File: src/rtl/result_bcd_converter_pkg.sv
// Shared types and default sizing for the multiplier result BCD converter.
package result_pkg;

    // Converter sequencing states
    typedef enum logic {
        IDLE  = 1'b0,
        SHIFT = 1'b1
    } state_t;

    // Default sizing: 14-bit magnitude (127*127 max) needs 5 decimal digits
    localparam int unsigned RESULT_WIDTH  = 14;
    localparam int unsigned RESULT_DIGITS = 5;
    localparam int unsigned BCD_DIGIT_W   = 4;

endpackage

File: src/rtl/result_bcd_converter_bcd_digit_adjust.sv
// Double-dabble correction cell: a BCD digit of 5 or more gets +3 before shift.
module bcd_digit_adjust
    import result_pkg::*;
(
    input  logic [BCD_DIGIT_W-1:0] digit_in,
    output logic [BCD_DIGIT_W-1:0] digit_out
);

    // Pre-shift correction so the doubled digit carries correctly into the next
    always_comb begin
        digit_out = digit_in;
        if (digit_in >= BCD_DIGIT_W'(5)) begin
            digit_out = digit_in + BCD_DIGIT_W'(3);
        end
    end

endmodule

File: src/rtl/result_bcd_converter.sv
// Sequential binary-to-BCD converter (one bit per clock) with leading-zero
// blanking mask and signed-zero suppression for the seven-segment driver.
module result_bcd_converter
    import result_pkg::*;
#(
    parameter int unsigned WIDTH  = RESULT_WIDTH,
    parameter int unsigned DIGITS = RESULT_DIGITS
) (
    input  logic                          clock,
    input  logic                          reset_n,
    input  logic                          start,
    input  logic                          sign_in,
    input  logic [WIDTH-1:0]              magnitude,
    output logic                          busy,
    output logic                          done,
    output logic                          sign_out,
    output logic [BCD_DIGIT_W*DIGITS-1:0] bcd,
    output logic [DIGITS-1:0]             blank
);

    localparam int unsigned BCD_W = BCD_DIGIT_W * DIGITS;
    localparam int unsigned CNT_W = $clog2(WIDTH + 1);

    state_t             state;
    state_t             state_next;
    logic [WIDTH-1:0]   bin_sr;
    logic [BCD_W-1:0]   work;
    logic [BCD_W-1:0]   work_adj;
    logic [BCD_W-1:0]   work_next;
    logic [CNT_W-1:0]   count;
    logic               sign_r;
    logic               nonzero_r;
    logic               last_iter;
    logic [DIGITS-1:0]  blank_next;
    logic               all_zero;

    for (genvar g = 0; g < DIGITS; g++) begin : g_adjust
        bcd_digit_adjust u_adjust (
            .digit_in  (work[g*BCD_DIGIT_W +: BCD_DIGIT_W]),
            .digit_out (work_adj[g*BCD_DIGIT_W +: BCD_DIGIT_W])
        );
    end

    // One double-dabble iteration: corrected digits shift left, binary MSB enters
    always_comb begin
        work_next = (work_adj << 1) | BCD_W'(bin_sr[WIDTH-1]);
    end

    // Blank mask from the final digits: scan from the top while digits stay zero
    always_comb begin
        blank_next = '0;
        all_zero   = 1'b1;
        for (int unsigned i = 0; i < DIGITS; i++) begin
            all_zero = all_zero && (work_next[(DIGITS-1-i)*BCD_DIGIT_W +: BCD_DIGIT_W] == '0);
            blank_next[DIGITS-1-i] = all_zero;
        end
        blank_next[0] = 1'b0;
    end

    // State register
    always_ff @(posedge clock or negedge reset_n) begin
        if (!reset_n) begin
            state <= IDLE;
        end else begin
            state <= state_next;
        end
    end

    // Next-state and busy decode; last iteration is when the counter holds 1
    always_comb begin
        state_next = state;
        busy       = 1'b0;
        last_iter  = 1'b0;
        unique case (state)
            IDLE: begin
                if (start) begin
                    state_next = SHIFT;
                end
            end
            SHIFT: begin
                busy = 1'b1;
                if (count == CNT_W'(1)) begin
                    last_iter  = 1'b1;
                    state_next = IDLE;
                end
            end
        endcase
    end

    // Datapath: latch on accept, iterate in SHIFT, publish results on the last step
    always_ff @(posedge clock or negedge reset_n) begin
        if (!reset_n) begin
            bin_sr    <= '0;
            work      <= '0;
            count     <= '0;
            sign_r    <= 1'b0;
            nonzero_r <= 1'b0;
            done      <= 1'b0;
            sign_out  <= 1'b0;
            bcd       <= '0;
            blank     <= '0;
        end else begin
            done <= 1'b0;
            unique case (state)
                IDLE: begin
                    if (start) begin
                        bin_sr    <= magnitude;
                        sign_r    <= sign_in;
                        nonzero_r <= |magnitude;
                        work      <= '0;
                        count     <= CNT_W'(WIDTH);
                    end
                end
                SHIFT: begin
                    work   <= work_next;
                    bin_sr <= bin_sr << 1;
                    count  <= count - CNT_W'(1);
                    if (last_iter) begin
                        bcd      <= work_next;
                        blank    <= blank_next;
                        sign_out <= sign_r & nonzero_r;
                        done     <= 1'b1;
                    end
                end
            endcase
        end
    end

endmodule

File: config.mk
export PLATFORM = sky130hd
export DESIGN_NAME = result_bcd_converter
export DESIGN_NICKNAME = d
export VERILOG_FILES = /design/src/rtl/result_bcd_converter_pkg.sv /design/src/rtl/result_bcd_converter_bcd_digit_adjust.sv /design/src/rtl/result_bcd_converter.sv
export SDC_FILE = /design/constraint.sdc
export NUM_CORES = 1
export LEC_CHECK = 0
export CAP_MARGIN = 20
export CORE_ASPECT_RATIO = 1.2
export CORE_MARGIN = 2
export CORE_UTILIZATION = 54
export CTS_CLUSTER_DIAMETER = 120
export CTS_CLUSTER_SIZE = 30
export DETAILED_ROUTE_END_ITERATION = 8
export PLACE_DENSITY = 0.84
export SLEW_MARGIN = 30
export SYNTH_ARGS = -nofsm -noshare
export SYNTH_HDL_FRONTEND = slang
export SYNTH_SLANG_ARGS = --single-unit
File: constraint.sdc
create_clock -name clock -period 2.4 [get_ports clock]
set_input_delay 0.48 -clock clock [delete_from_list [all_inputs] [get_ports clock]]
set_output_delay 0.48 -clock clock [all_outputs]
set_load 0.02 [all_outputs]
# After elaboration in Yosys (flattened, before gate mapping)

Index checks and enable logic that the tools add are counted.

Input port bits: 18
Output and inout port bits: 28
Register bits: 67

Add/subtract/negate cells: 6
Bitwise gates (word level): 3
Reductions and logical operators: 10
Multiplexer cells: 19
Equality and inequality tests: 2
Magnitude comparators: 5

Operators with widths:

| kind                                                                  | count |
|---|---|
| 20-bit case mux with 2 select lines                                   | 1 |
| 14-bit case mux with 2 select lines                                   | 1 |
| 4-bit by 3-bit >= comparator with 1-bit output, second input constant | 5 |
| 20-bit 2-to-1 mux                                                     | 1 |
| 4-bit 2-to-1 mux                                                      | 5 |
| 20-bit by 1-bit bitwise OR with 20-bit output                         | 1 |
| 4-bit by 2-bit adder with 4-bit output, second input constant         | 4 |
| 4-bit logical NOT                                                     | 4 |
| 14-bit 2-to-1 mux                                                     | 1 |
| 14-bit OR reduction                                                   | 1 |
| 4-bit case mux with 2 select lines                                    | 1 |
| 1-bit 2-to-1 mux                                                      | 7 |
| 4-bit by 1-bit equality test with 1-bit output, second input constant | 1 |
| 2-bit AND reduction                                                   | 2 |
| 4-bit by 1-bit subtractor with 4-bit output, second input constant    | 1 |
| 3-bit by 2-bit adder with 3-bit output, second input constant         | 1 |
| 1-bit logical AND                                                     | 3 |
| 3-bit 2-to-1 mux                                                      | 1 |
| 2-bit != test, second input constant                                  | 1 |
| 1-bit case mux with 2 select lines                                    | 1 |
| 1-bit bitwise AND                                                     | 1 |
| 1-bit NOT                                                             | 1 |

# Longest topological paths before layout

Depth after elaboration: 7
Depth in mapped cells: 7

# By module

Synthesis repeated with hierarchy kept, for this count alone.

Cell total of the unflattened synthesis: 285
Area, all modules: 3,330.7 um2

Modules (own cells, without submodules):

| module               | area each (um2) | seq. area each (um2) | instances | cells each |
|---|---|---|---|---|
| result_bcd_converter | 2,824.0         | 1,676.6              | 1         | 205 |
| bcd_digit_adjust     | 101.3           | 0.0                  | 5         | 16 |

# Worst setup path before layout

Ideal clock, no wire load.

Path type: flip-flop to flip-flop
Start point: register work[8]
End point: register blank[1]
Slack: 562 ps
Library setup time: 92 ps
Stages on the path, launching flop included: 7
Data arrival time: 1,747 ps
Period minus slack after synthesis: 1,838 ps
Data required time: 2,308 ps
Cell sequence: dfrtp_1 ha_1 nand2b_1 a2111o_1 a221oi_2 nand4_1 o31ai_2

Longest elaborated chain between the ends: 7
Elaborated cells on any way between the ends: 9
Classes of those cells: 1 x add/sub; 1 x order compare; 1 x mux; 1 x bitwise; 5 x reduce/logical

RTL lines:

| element                                                                                                         | line                                                                                     | text |
|---|---|---|
| start: declaration                                                                                              | result_bcd_converter.sv:27                                                               | `logic [BCD_W-1:0] work;` |
| start signal: assignment                                                                                        | result_bcd_converter.sv:115                                                              | `work <= work_next;` |
| 4-bit by 2-bit adder with 4-bit output / 4-bit by 3-bit >= comparator with 1-bit output (equally long branches) | result_bcd_converter_bcd_digit_adjust.sv:13, result_bcd_converter_bcd_digit_adjust.sv:12 |  |
| 4-bit 2-to-1 mux (*)                                                                                            | result_bcd_converter_bcd_digit_adjust.sv:12                                              | `if (digit_in >= BCD_DIGIT_W'(5)) begin` |
| 20-bit by 1-bit bitwise OR with 20-bit output (*)                                                               | result_bcd_converter.sv:46                                                               | `work_next = (work_adj << 1) \| BCD_W'(bin_sr[WIDTH-1]);` |
| 4-bit logical NOT                                                                                               | result_bcd_converter.sv:54                                                               | `all_zero = all_zero && (work_next[(DIGITS-1-i)*BCD_DIGIT_W +: BCD_DIGIT_W] == '0);` |
| 1-bit logical AND                                                                                               | result_bcd_converter.sv:54                                                               |  |
| 1-bit logical AND (*) (2 in a row)                                                                              | result_bcd_converter.sv:54                                                               |  |
| end signal: assignment                                                                                          | result_bcd_converter.sv:120                                                              | `blank <= blank_next;` |
| end: declaration                                                                                                | result_bcd_converter.sv:18                                                               | `output logic [DIGITS-1:0] blank` |

Mark *: on every way between the ends. The rest lies on a longest branch, timed or not.
A chain may end at the register's enable or synchronous reset.

# Final worst setup path

Start point: register state
End point: output port busy

Longest elaborated chain between the ends: 1

RTL lines:

| element                  | line                       | text |
|---|---|---|
| start: declaration       | result_bcd_converter.sv:24 | `state_t state;` |
| start signal: assignment | result_bcd_converter.sv:65 | `state <= state_next;` |
| 1-bit 2-to-1 mux         | result_bcd_converter.sv:74 | `unique case (state)` |
| end: declaration         | result_bcd_converter.sv:14 | `output logic busy,` |

Every way passes these cells.

==> metrics.txt <==
status finished clean; Peak supply drop 0.734 mV; Antenna Nets Post-Route 0; die span in x 75.4 µm; final instance area 4030 µm²; placed instance count 449; initial core utilization 55.2%; Rows 31; Yosys Warn Count 0; initial antenna violation count 0; Levels on crit path 1; Tcrit/Tclk final 87.3%; final RePlAce weighted congestion 0.800; Least-Margin Pin Slew 0.554 ns; DPL Wire Length 4.73 mm; Antenna diodes 0; die area 6750 µm²; Post-Synthesis Cells 332; CP bufs+invs 1; post-CTS sizing 0; P per Cell Area 1360 nW/µm²; Clock Path Buffers 2; post-route minimum period 2.10 ns; CTS Buf Count 9; Post-Route Setup TNS 0 ns; CTS hold repair buffers 0; critical path arrival 1.62 ns; Max Cap Violations 0; Post-route DRC 0; syn_area_per_cell 9.94 µm²; share of layout cells above drive strength 1 8.09%; die height 89.6 µm; LEAKAGE 1.86 nW; Global Route met2 Usage 36.3%; total global-route track usage 22.5%; Register-to-Register Path Depth 6; final hold vios 0; Yosys cell types 37; clock slew seen by the registers of the worst setup and hold paths 0.07 ns; Max Slew Vio Count 0; worst setup margin 0.305 ns; largest net degree at the start of global routing 50; GRT overflow 0; Crit path max-delay family buffers and inverters; Most Crowded Layer GR met2; num ports 46; Post-synth top flop dfrtp_1; Rel. slew slack 63.1%; GR Util met3 5.02%; filler instances 488; placed inst area 3840 µm²; CP Cell Sequence clkdlybuf4s50_1; kind of critical path register to output pin; Post-synth EDFFs 0; H-tree Lvls 3; register bit total from synthesis 67; crit end category output pin; Final setup viols 0; met1 capacity usage during global routing 29.9%; clk_lat worst skew 0.34 ns; Setup Fix Bufs, Post-CTS 0; number of global-route vias before repair 2468; Port-buffer cells 44; commonest non-fill, non-tap cell in the layout dfrtp_1; Layout Cells excl Fill 465; via count 2524; WL final 6.76 mm; WL/cell 14.5 µm; drt first pass iters 4; RSZ-0062 raised after global routing false; Area growth syn-to-layout 22.0%; Hold WC Path Type primary input to asynchronous set/reset pin; FF/Latch Area 1680 µm²; Core Area 5970 µm²; synthesized area 3300 µm²; sequential area share after synthesis 50.8%; Multi-input gate area 1510 µm²; commonest non-fill, non-tap cells in the layout 66 x dfrtp_1, 63 x nand2_1, 43 x clkdlybuf4s50_1, 33 x o21ai_0, 29 x mux2i_1; Net Count, Synth 362; Fin Clk Skew 0.0114 ns; Iteration-0 DRC Markers 136; global-route wire length before repair 11.5 mm; Critical Path RT 1.92 ns; dpl ws 0.402 ns; Clock Tree Root clkbuf_8; slowest cell on the critical path clkdlybuf4s50_1; Core Util, Final 67.4%; Startpoint Class register; CTS tree done; Final nets 408; crit-path max FO 18; achievable frequency 0.477 GHz; vias per cell 5.43; number of clock sinks 67; crit-path max cell delay 0.69 ns; Post-synth ARST share 100%
sequential cells by signal, summed over array words and instances (netlist names):
name and count:
sign_r 1, nonzero_r 1, blank 4, bcd 20, sign_out 1, done 1, work 20, count 4
state 1, bin_sr 14
where the power goes:
group	switching (mW)	internal, mW
Sequential	0.403	1.62
Clock	0.402	0.509
Combinational	1.37	1.16
Total	2.18	3.29
final cells by class:
type | instances | area share [%]
clock buffers | 14 | 3.79
clock inverters | 2 | 0.870
inverters | 13 | 1.21
multi-input cells | 236 | 37.5
flip-flops and latches | 67 | 41.7
well taps | 82 | 2.55
repair buffers | 51 | 12.4
through the flow:
step | hold slack, ns | power (mW)
after global routing | 0.163 | 5.92
after detailed placement | 0.463 | 4.58
final | 0.125 | 5.47
after floorplan | 0.184 | 3.72
after global placement | 0.459 | 4.44
after CTS | 0.136 | 5.51
cell families (layout without fill, tap and decap cells):
kind of cell    Yosys count  after routing  synth area share, %
mux                      36             36                 11.2
fa+ha+maj                12             12                 4.55
other cells               1              1                0.114
flops                    67             67                 50.8
compound gates           63             63                 11.3
simple gates            117            117                 16.6
buf+inv                  29             80                 3.49
xor+xnor                  7              7                 1.86
Yosys cell counts, types with 2 or more instances:
cell	n	share of area [%]
nand2b_1	19	3.6
buf_1	2	0.23
nand3_1	3	0.45
inv_1	12	1.4
nand4_1	2	0.38
xnor2_1	7	1.9
buf_2	2	0.30
nand2_1	63	7.2
mux2_2	7	2.4
nor2_1	12	1.4
a21oi_1	14	2.1
nor3b_1	8	1.8
o31ai_1	6	1.4
ha_1	12	4.6
nor4_1	2	0.38
nor3_1	4	0.61
o21ai_0	33	5.0
mux2i_1	29	8.8
dfrtp_1	67	51
clkbuf_1	11	1.3
path summary, 6_finish.rpt:
check	endpoint	slack [ns]	from
worst max register to register	blank[1]	0.38	work[8]
worst max-delay path	busy	0.30	state
min in group clock	bcd[1]	0.48	bcd[1]
max in group asynchronous	state	1.64	reset_n
worst min-delay path	bcd[5]	0.12	reset_n
worst min register to register	bcd[1]	0.48	bcd[1]
metal layers:
metal / part of all wire (%) / wire length (µm)
met2: 50 / 3390
met4: 1.7 / 116
met5: 0 / 0
met3: 3.2 / 219
met1: 45 / 3040
No activity file was read; power rests on OpenSTA's default activity.
